===== src/rtl/fft_control_if.sv =====
// Control bundle between the FFT sequencer and the sample source, address
// generator, butterfly datapath and result consumer.
interface fft_control_if;
  logic       start;
  logic       sample_valid;
  logic       out_ready;
  logic       load;
  logic       processing;
  logic       done;
  logic       load_we;
  logic [5:0] load_address;
  logic [5:0] fft_level;
  logic [5:0] butterfly_iter;
  logic [5:0] wr_butterfly_iter;
  logic [5:0] wr_fft_level;
  logic       bfly_we;
  logic       read_bank;
  logic [5:0] out_address;
  logic       out_valid;
  logic       out_last;

  modport master (
    input  start, sample_valid, out_ready,
    output load, processing, done, load_we, load_address, fft_level,
           butterfly_iter, wr_butterfly_iter, wr_fft_level, bfly_we,
           read_bank, out_address, out_valid, out_last
  );

  modport slave (
    output start, sample_valid, out_ready,
    input  load, processing, done, load_we, load_address, fft_level,
           butterfly_iter, wr_butterfly_iter, wr_fft_level, bfly_we,
           read_bank, out_address, out_valid, out_last
  );
endinterface


===== src/rtl/fft_control.sv =====
// Sequencer for a 64-point radix-2 in-place FFT: sample load, six butterfly
// levels over a ping-pong RAM pair, then result read-out.
module fft_control #(
  parameter int BFLY_LATENCY = 2
) (
  input  logic          clk,
  input  logic          reset,
  fft_control_if.master bus
);
  typedef enum logic [2:0] {IDLE, LOAD, PROC, DRAIN, DONE} state_t;

  typedef struct packed {
    logic       vld;
    logic [5:0] iter;
    logic [5:0] lvl;
  } wr_t;

  localparam logic [2:0] DRAIN_LAST = 3'(BFLY_LATENCY - 1);

  state_t                 state;
  logic [2:0]             drain_cnt;
  logic                   issue;
  wr_t [BFLY_LATENCY:1]   wr_pipe;

  assign issue             = (state == PROC);
  assign bus.load_we       = bus.load & bus.sample_valid;
  assign bus.out_last      = bus.out_valid & (bus.out_address == 6'd63);
  assign bus.bfly_we       = wr_pipe[BFLY_LATENCY].vld;
  assign bus.wr_butterfly_iter = wr_pipe[BFLY_LATENCY].iter;
  assign bus.wr_fft_level  = wr_pipe[BFLY_LATENCY].lvl;

  always_ff @(posedge clk) begin
    if (reset) begin
      state              <= IDLE;
      drain_cnt          <= '0;
      wr_pipe            <= '0;
      bus.load           <= 1'b0;
      bus.processing     <= 1'b0;
      bus.done           <= 1'b0;
      bus.out_valid      <= 1'b0;
      bus.load_address   <= '0;
      bus.fft_level      <= '0;
      bus.butterfly_iter <= '0;
      bus.read_bank      <= 1'b0;
      bus.out_address    <= '0;
    end else begin
      // Write side sees zeros between writes so idle outputs stay clean.
      wr_pipe[1] <= {issue, issue ? bus.butterfly_iter : 6'd0,
                     issue ? bus.fft_level : 6'd0};
      for (int i = 2; i <= BFLY_LATENCY; i++) wr_pipe[i] <= wr_pipe[i-1];

      case (state)
        IDLE: if (bus.start) begin
          state            <= LOAD;
          bus.load         <= 1'b1;
          bus.load_address <= '0;
        end
        LOAD: if (bus.sample_valid) begin
          if (bus.load_address == 6'd63) begin
            state              <= PROC;
            bus.load           <= 1'b0;
            bus.load_address   <= '0;
            bus.processing     <= 1'b1;
            bus.fft_level      <= '0;
            bus.butterfly_iter <= '0;
            bus.read_bank      <= 1'b0;
          end else begin
            bus.load_address <= bus.load_address + 6'd1;
          end
        end
        PROC: if (bus.butterfly_iter == 6'd31) begin
          state     <= DRAIN;
          drain_cnt <= '0;
        end else begin
          bus.butterfly_iter <= bus.butterfly_iter + 6'd1;
        end
        // Hold until the final write of this level has left the pipe.
        DRAIN: if (drain_cnt == DRAIN_LAST) begin
          bus.read_bank <= ~bus.read_bank;
          if (bus.fft_level == 6'd5) begin
            state           <= DONE;
            bus.processing  <= 1'b0;
            bus.done        <= 1'b1;
            bus.out_valid   <= 1'b1;
            bus.out_address <= '0;
          end else begin
            state              <= PROC;
            bus.fft_level      <= bus.fft_level + 6'd1;
            bus.butterfly_iter <= '0;
          end
        end else begin
          drain_cnt <= drain_cnt + 3'd1;
        end
        DONE: if (bus.out_ready) begin
          if (bus.out_address == 6'd63) begin
            state              <= IDLE;
            bus.done           <= 1'b0;
            bus.out_valid      <= 1'b0;
            bus.out_address    <= '0;
            bus.fft_level      <= '0;
            bus.butterfly_iter <= '0;
            bus.read_bank      <= 1'b0;
          end else begin
            bus.out_address <= bus.out_address + 6'd1;
          end
        end
        default: state <= IDLE;
      endcase
    end
  end
endmodule


===== src/flat_wrapper.sv =====
// flat-port wrapper written by rule: the top's interface ports become plain ports
module fft_control_flat 
#(
  parameter int BFLY_LATENCY = 2
)
  (clk, reset, bus_start, bus_sample_valid, bus_out_ready, bus_load, bus_processing, bus_done, bus_load_we, bus_load_address, bus_fft_level, bus_butterfly_iter, bus_wr_butterfly_iter, bus_wr_fft_level, bus_bfly_we, bus_read_bank, bus_out_address, bus_out_valid, bus_out_last);
  fft_control_if bus_i ();
  input  logic clk;
  input  logic reset;
  input wire logic [$bits(bus_i.start)-1:0] bus_start;
  input wire logic [$bits(bus_i.sample_valid)-1:0] bus_sample_valid;
  input wire logic [$bits(bus_i.out_ready)-1:0] bus_out_ready;
  output wire logic [$bits(bus_i.load)-1:0] bus_load;
  output wire logic [$bits(bus_i.processing)-1:0] bus_processing;
  output wire logic [$bits(bus_i.done)-1:0] bus_done;
  output wire logic [$bits(bus_i.load_we)-1:0] bus_load_we;
  output wire logic [$bits(bus_i.load_address)-1:0] bus_load_address;
  output wire logic [$bits(bus_i.fft_level)-1:0] bus_fft_level;
  output wire logic [$bits(bus_i.butterfly_iter)-1:0] bus_butterfly_iter;
  output wire logic [$bits(bus_i.wr_butterfly_iter)-1:0] bus_wr_butterfly_iter;
  output wire logic [$bits(bus_i.wr_fft_level)-1:0] bus_wr_fft_level;
  output wire logic [$bits(bus_i.bfly_we)-1:0] bus_bfly_we;
  output wire logic [$bits(bus_i.read_bank)-1:0] bus_read_bank;
  output wire logic [$bits(bus_i.out_address)-1:0] bus_out_address;
  output wire logic [$bits(bus_i.out_valid)-1:0] bus_out_valid;
  output wire logic [$bits(bus_i.out_last)-1:0] bus_out_last;
  assign bus_i.start = bus_start;
  assign bus_i.sample_valid = bus_sample_valid;
  assign bus_i.out_ready = bus_out_ready;
  assign bus_load = bus_i.load;
  assign bus_processing = bus_i.processing;
  assign bus_done = bus_i.done;
  assign bus_load_we = bus_i.load_we;
  assign bus_load_address = bus_i.load_address;
  assign bus_fft_level = bus_i.fft_level;
  assign bus_butterfly_iter = bus_i.butterfly_iter;
  assign bus_wr_butterfly_iter = bus_i.wr_butterfly_iter;
  assign bus_wr_fft_level = bus_i.wr_fft_level;
  assign bus_bfly_we = bus_i.bfly_we;
  assign bus_read_bank = bus_i.read_bank;
  assign bus_out_address = bus_i.out_address;
  assign bus_out_valid = bus_i.out_valid;
  assign bus_out_last = bus_i.out_last;
  fft_control #(.BFLY_LATENCY(BFLY_LATENCY)) u_core (.clk(clk), .reset(reset), .bus(bus_i));
endmodule

===== config.mk =====
export PLATFORM = sky130hd
export DESIGN_NAME = fft_control_flat
export DESIGN_NICKNAME = d
export VERILOG_FILES = /design/src/rtl/fft_control_if.sv /design/src/rtl/fft_control.sv /design/src/flat_wrapper.sv
export SDC_FILE = /design/constraint.sdc
export NUM_CORES = 1
export LEC_CHECK = 0
export CAP_MARGIN = 25
export CELL_PAD_IN_SITES_DETAIL_PLACEMENT = 1
export CELL_PAD_IN_SITES_GLOBAL_PLACEMENT = 1
export CORE_UTILIZATION = 45
export CTS_CLUSTER_SIZE = 25
export DETAILED_ROUTE_END_ITERATION = 6
export DONT_BUFFER_PORTS = 1
export MAX_ROUTING_LAYER = met4
export PLACE_DENSITY = 0.74
export SYNTH_ARGS = -nofsm -noshare
export SYNTH_HDL_FRONTEND = slang
export SYNTH_SLANG_ARGS = --single-unit

===== constraint.sdc =====
create_clock -name clk -period 3.05 [get_ports clk]
set_input_delay 0.4575 -clock clk [delete_from_list [all_inputs] [get_ports clk]]
set_output_delay 0.4575 -clock clk [all_outputs]
set_load 0.1 [all_outputs]

==> summary.md, run 1 <==
| Metric | Value |
|---|---|
| CTS root buf | clkbuf_8 |
| Reg-to-Reg End | u_core.bus.fft_level[4]$_SDFFE_PP0P_ |
| Resized Gates After CTS | 0 |
| Share of layout cells above drive strength 1 | 0.171 |
| Max VDD drop | 0.418 mV |
| Avg Synthesized Cell Area | 9.11 um^2 |
| Syn-to-layout area delta | 13.7% |
| Routed wire per std cell | 16.6 um |
| Initial core utilization | 0.474 |
| Routed WL | 6320 um |
| Post-Synthesis Cell Area | approximately 2700 um^2 |
| Syn nets | 304 |
| Total gr overflow | 0 |
| Min Tclk post-route | 2370 ps |
| Sequential-to-total area share from yosys stat | 0.452 |
| Worst slew pin tran | 1010 ps |
| Hold crit path type | input port to flop |
| Via count | 2127 |
| Most frequent cells in the layout | dfxtp_1 (59), buf_4 (29), nor2_1 (21) |
| Drt drc | 0 |
| Num CTS Buffers | 9 |
| Worst path required time | 3300 ps |
| CP Data Arrival Time | 2620 ps |
| Synth warn | 0 |
| Worst setup path start | u_core.bus.out_address[0]$_SDFFE_PP0P_ |
| Status | complete, no violations |
| First-pass GRT wire length | ~10000 um |
| RSZ-0062 raised after global routing | false |
| # diodes | 0 |
| Cell row count | 27 |
| Final #Nets | 318 |
| Die width | 78.9 um |
| Violation count after the first detailed-route iteration | 79 |
| Worst setup path class | flop to flop |
| Die height | 78.9 um |
| Post-DP HPWL | 4390 um |
| I/O Buffers | 0 |
| DRT Pass-1 Iters | 4 |
| Ports | 49 |
| Vias in the first global route | 2114 |
| Max-slew violations | 0 |
| Simple-gate share of the synthesized area | 0.262 |
| Total track usage | 0.228 |
| Number of synthesized flops with an enable pin | 0 |
| Crit share post-route | 0.778 |
| Post-synthesis mux area share | 0.0151 |
| Die footprint | 6220 um^2 |
| Pin count of the biggest net entering global routing | 39 |
| Post-synthesis adder-cell area fraction | 0.0329 |
| Most common library cell in the layout ignoring fill and taps | dfxtp_1 |
| Hold Crit Start | reset |
| Setup crit start kind | flop |
| Worst hold endpoint | u_core.bus.wr_butterfly_iter[1]$_SDFF_PP0_ |
| Largest family of logic cells by synthesized area | simple AND/OR/NAND/NOR gates |
| Worst setup EP type | flop |
| Ys flop type | dfxtp_1 |
| Fin Hold WS | 177 ps |
| Distinct cells, synth | 50 |
| TritonCTS clock tree | done |
| Core Box Area | 5610 um^2 |
| Drt via density | 5.57 |
| Placer congestion estimate | roughly 0.75 |
| Pwr/cell area | 720 nW/um^2 |
| Cells after Synth | a little under 300 |
| Place WS | 687 ps |
| Number of fill cells in the layout | approximately 660 |
| Relative slew slack | 0.323 |
| CTS clock-pin slew for the worst setup and hold paths | around 60 ps |
| Synth Area in XOR/XNOR | 0.0230 |
| Async SR Flop Fraction | 0 |
| Leak Pwr | 1.23 nW |
| CP Max Fanout | 14 |
| Reg2reg setup slack | 680 ps |
| Worst-Skew Late Latency | 340 ps |
| Highest clock rate | 0.422 GHz |
| Reg2reg start | u_core.bus.out_address[0]$_SDFFE_PP0P_ |
| Post-CTS Hold Buffers | 0 |
| Post-CTS setup buffer count | 0 |
| Fin. Hold Viols | 0 |
| Post-synthesis compound-gate area fraction | 0.145 |
| Max_cap viols | 0 |
| Final core utilization | 0.539 |
| Maximum buffer depth of the clock tree | 2 |
| Final setup violation count | 0 |
| Worst Hold Path Cells | 1 |
| Initial antenna violation count | 0 |
| ANT nets after route | 0 |
| PnR worst setup slack | 678 ps |
| Register bit total from synthesis | 60 |
| H-tree depth | 3 |
| Sink Count | 60 |
| Worst Reg-to-Reg Cells | 6 |
| Setup TNS Final | 0 ps |
| Clock Skew | 4.17 ps |
==> layer usage <==
| metal | GRT usage | wire, um |
|---|---|---|
| met1 | 0.272 | 2970 |
| met2 | 0.357 | 2960 |
| met3 | 0.0782 | 309 |
| met4 | 0.0873 | 93 |
| met5 | - | 0 |
==> cell families (layout without fill, tap and decap cells) <==
| family | count (synthesis) | count (layout) |
|---|---|---|
| AND/OR/NAND/NOR | 125 | 125 |
| AO/OA/AOI/OAI | 56 | 56 |
| adder cells (fa/ha/maj) | 7 | 7 |
| buffers and inverters | 33 | 51 |
| XOR/XNOR | 7 | 7 |
| multiplexers | 4 | 4 |
| flip-flops | 60 | 60 |
==> sequential cells by signal, indices dropped and copies added (netlist names) <==
signal                        count
u_core.wr_pipe                   13
u_core.bus.load_address           6
u_core.bus.wr_butterfly_iter      6
u_core.bus.read_bank              1
u_core.bus.wr_fft_level           6
u_core.bus.load                   1
u_core.drain_cnt                  3
u_core.state                      3
u_core.bus.out_address            6
u_core.bus.processing             1
u_core.bus.butterfly_iter         6
u_core.bus.fft_level              6
u_core.bus.out_valid              1
u_core.bus.bfly_we                1
==> worst max-delay path, cell delays in order, from the launching register on <==
cell     delay (ps)
dfxtp_1         340
ha_1            210
nand3_1         260
o21ai_2         260
nand3_1         380
or4_1           590
o31ai_1         230
==> final cells by class <==
cell class	count	area [um^2]	share of cell area
Sequential cell	60	1200	0.398
Inverter	7	26.3	0.00869
Timing Repair Buffer	29	218	0.0720
Clock inverter	5	77.6	0.0257
Multi-Input combinational cell	199	1280	0.424
Clock buffer	10	128	0.0422
Tap cell	72	90.1	0.0298
==> report_power, final <==
| part | total, W | switching, W | internal [W] |
|---|---|---|---|
| Clock | 0.000764 | 0.000312 | 0.000452 |
| Sequential | 0.000927 | 0.000104 | 0.000822 |
| Combinational | 0.000485 | 0.000350 | 0.000136 |
| Total | 0.00218 | 0.000766 | 0.00141 |
==> how the worst max path moves through the flow <==
stage,end
after CTS,u_core.bus.fft_level[4]$_SDFFE_PP0P_
after detailed placement,u_core.bus.fft_level[5]$_SDFFE_PP0P_
after global routing,u_core.bus.butterfly_iter[3]$_SDFFE_PP0P_
final,u_core.bus.fft_level[4]$_SDFFE_PP0P_
after global placement,u_core.bus.fft_level[5]$_SDFFE_PP0P_
after floorplan,bus_out_last
==> per-stage QoR <==
step                total power (W)  area, um^2  cells
detailed placement          0.00143        2820    367
global route                0.00228        3020    382
global placement            0.00141        2820    367
floorplan                   0.00133        2670    292
CTS                         0.00219        3020    382
finish                      0.00218        3020    382
==> cell usage after synthesis (all sizes together) (2+ instances only) <==
cell,n,area share
a21oi,15,0.028
and2,3,0.0071
a41o,2,0.0075
xor2,4,0.013
ha,7,0.033
nand2,19,0.027
mux2i,4,0.015
nor2b,20,0.047
xnor2,3,0.0099
a221oi,2,0.0089
nand3b,2,0.0056
o311a,2,0.0075
or3,4,0.0094
a31oi,3,0.0071
a211oi,2,0.0056
a21o,2,0.0056
nor3,8,0.019
nand3,16,0.030
a311oi,2,0.0066
nor3b,2,0.0094
o31ai,6,0.017
dfxtp,60,0.45
buf,19,0.051
inv,7,0.0099
o21ai,12,0.024
clkbuf,7,0.0099
and3,15,0.035
nor2,21,0.030
o311ai,3,0.0099
or4,5,0.014
nand4,2,0.0047
nand2b,3,0.0071
Note: power is estimated with default switching activity, not from simulation.
==> run 2: changes to the inputs <==
==> constraint.sdc (replaced) <==
create_clock -name clk -period 2.5 [get_ports clk]
set_input_delay 0.375 -clock clk [delete_from_list [all_inputs] [get_ports clk]]
set_output_delay 0.375 -clock clk [all_outputs]
set_load 0.1 [all_outputs]
==> summary.md, run 2 (synthesis results as in run 1) <==
| Metric | Value |
|---|---|
| Worst setup path class | flop to flop |
| Max VDD drop | 0.512 mV (+23%) |
| Max FFs per register | 13 (unchanged) |
| Die height | 78.9 um (unchanged) |
| Worst Hold Path Cells | 1 (unchanged) |
| First-pass GRT wire length | 11000 um (+5.7%) |
| Total gr overflow | 0 (unchanged) |
| Worst setup path start | u_core.state[2]$_SDFFE_PP0P_ |
| Buf/Inv on CP | 0 (unchanged) |
| Min Tclk post-route | 2210 ps (-159 ps) |
| Relative slew slack | 0.367 (+0.0436) |
| I/O Buffers | 0 (unchanged) |
| Stages on worst setup path | 5 (-1) |
| Post-CTS Hold Buffers | 0 (unchanged) |
| Worst slew pin tran | 949 ps (-65.3 ps) |
| Placed cells | 377 (+2.7%) |
| Max_cap viols | 0 (unchanged) |
| Most flops, register | u_core.wr_pipe |
| Area occupied by multi-input gates | 1280 um^2 (unchanged) |
| Max-slew violations | 0 (unchanged) |
| Most common library cell in the layout ignoring fill and taps | dfxtp_1 |
| Die footprint | 6220 um^2 (unchanged) |
| Fin. Hold Viols | 0 (unchanged) |
| Status | complete, no violations |
| Sink Count | 60 (unchanged) |
| ANT nets after route | 0 (unchanged) |
| Vias in the first global route | 2191 (+3.6%) |
| Routed wire per std cell | 17.1 um (+3.0%) |
| Clock Skew | 7.72 ps (+3.55 ps) |
| H-tree depth | 3 (unchanged) |
| Fin Hold WS | 85.7 ps (-90.9 ps) |
| Worst setup EP type | flop |
| CTS clock-pin slew for the worst setup and hold paths | 80 ps (+20 ps) |
| Worst-Skew Late Latency | 350 ps (about the same) |
| Drt drc | 0 (unchanged) |
| Die width | 78.9 um (unchanged) |
| Syn-to-layout area delta | 17.2% |
| Initial core utilization | 0.474 (unchanged) |
| Setup TNS Final | 0 ps (unchanged) |
| Cell row count | 27 (unchanged) |
| Place WS | 325 ps (-361 ps) |
| Post-CTS setup buffer count | 0 (unchanged) |
| Reg2reg start | u_core.state[2]$_SDFFE_PP0P_ |
| RSZ-0062 raised after global routing | false |
| TritonCTS clock tree | done |
| Resized Gates After CTS | 0 (unchanged) |
| # diodes | 0 (unchanged) |
| Most frequent cells in the layout | dfxtp_1 (51), buf_4 (38), nor2_1 (21) |
| Final #Nets | 328 (+3.1%) |
| Hold Crit Start | reset |
| Setup crit start kind | flop |
| Highest clock rate | 0.452 GHz (+7.2%) |
| Leak Pwr | 1.28 nW (+4.2%) |
| Pwr/cell area | 853 nW/um^2 (+19%) |
| Kind of cell adding the most delay to the critical path | simple AND/OR/NAND/NOR gates |
| Number of fill cells in the layout | 648 (-2.0%) |
| Initial antenna violation count | 0 (unchanged) |
| Hold crit path type | input port to flop |
| CTS root buf | clkbuf_8 |
| Core Box Area | 5610 um^2 (unchanged) |
| CP Data Arrival Time | 2490 ps (-130 ps) |
| Max stage delay on crit path | 570 ps (-20 ps) |
| Post-DP HPWL | 4710 um (+7.3%) |
| Routed WL | 6700 um (+6.0%) |
| DRT Pass-1 Iters | 4 (unchanged) |
| PnR worst setup slack | 287 ps (-391 ps) |
| Worst path required time | 2780 ps (-520 ps) |
| Pin count of the biggest net entering global routing | 39 (unchanged) |
| Drt via density | 5.58 (+0.26%) |
| Share of layout cells above drive strength 1 | 0.227 (+0.0564) |
| Post-Layout Cell Count | 393 (+2.9%) |
| Via count | 2194 (+3.1%) |
| Violation count after the first detailed-route iteration | 75 (-5.1%) |
| Worst Reg-to-Reg Cells | 5 (-1) |
| Crit share post-route | 0.885 (+0.107) |
| Sequential cell area | 1210 um^2 (+0.83%) |
| Slowest CP cell | dfxtp_1 |
| CP Max Fanout | 12 (-2) |
| Maximum buffer depth of the clock tree | 2 (unchanged) |
| Placer congestion estimate | 0.808 (+7.1%) |
| Total track usage | 0.241 (+0.0129) |
| Ports | 49 (unchanged) |
| Final setup violation count | 0 (unchanged) |
| CP Cell Sequence | nor3b_2, nand2_1, a21o_1, or4b_1, a21oi_1 |
| Total power | 0.00266 W (+22%) |
| Num CTS Buffers | 9 (unchanged) |
## run 2: changes by cell type in the layout (fill, tap and decap cells not counted), sizes merged
| cell | previous run | this run |
|---|---|---|
| clkinv | 2 | 3 |
| clkbuf | 10 | 9 |
| clkinvlp | 1 | 2 |
| buf | 29 | 39 |
| bufinv | 2 | 1 |
| inv | 7 | 8 |
## run 2: area by class of cell
cell class / instances / area share
Multi-Input combinational cell: 199 / 0.411
Sequential cell: 60 / 0.389
Timing Repair Buffer: 39 / 0.0980
Clock buffer: 9 / 0.0397
Tap cell: 72 / 0.0289
Clock inverter: 7 / 0.0245
Inverter: 7 / 0.00843
## run 2: path summary, 6_finish.rpt
check	end	slack, ps
worst min-delay path	u_core.bus.wr_fft_level[5]$_SDFF_PP0_	90
worst max-delay path	u_core.bus.out_address[3]$_SDFFE_PP0P_	290
worst min register to register	u_core.bus.wr_fft_level[2]$_SDFF_PP0_	440
worst max register to register	u_core.bus.out_address[3]$_SDFFE_PP0P_	290
## run 2: stage by stage
step,instance area (um^2),utilization
after global routing,3120,0.556
after detailed placement,2920,0.520
after CTS,3120,0.556
final,3120,0.556
after floorplan,2680,-
after global placement,2920,0.520
## run 2: report_power, final
group	switching, W	internal (W)	total, W
clock network	0.000419	0.000464	0.000883
logic	0.000493	0.000205	0.000699
registers	0.0000712	0.00101	0.00108
## run 2: worst reg2reg max path: cells and delay by family, from the launching register on
kind	cells	cell delay, ps
and+or+nand+nor	3	1120
AOI/OAI and AO/OA	2	460
DFF	1	570
## run 2: per-layer routing
layer	GRT usage	vias up	wire length, um
met3	0.0747	15	313
met4	0.133	0	183
met1	0.283	1049	3040
li1	-	1080	-
met2	0.369	50	3170
met5	-	-	0
==> run 3: changes to the inputs <==
--- a/config.mk
+++ b/config.mk
@@ -5,7 +5,6 @@
 export SDC_FILE = /design/constraint.sdc
 export NUM_CORES = 1
 export LEC_CHECK = 0
-export CAP_MARGIN = 25
 export CELL_PAD_IN_SITES_DETAIL_PLACEMENT = 1
 export CELL_PAD_IN_SITES_GLOBAL_PLACEMENT = 1
 export CORE_UTILIZATION = 45
==> results of run 3 <==
No change in the layout: final DEF, timing and power equal those of run 2.
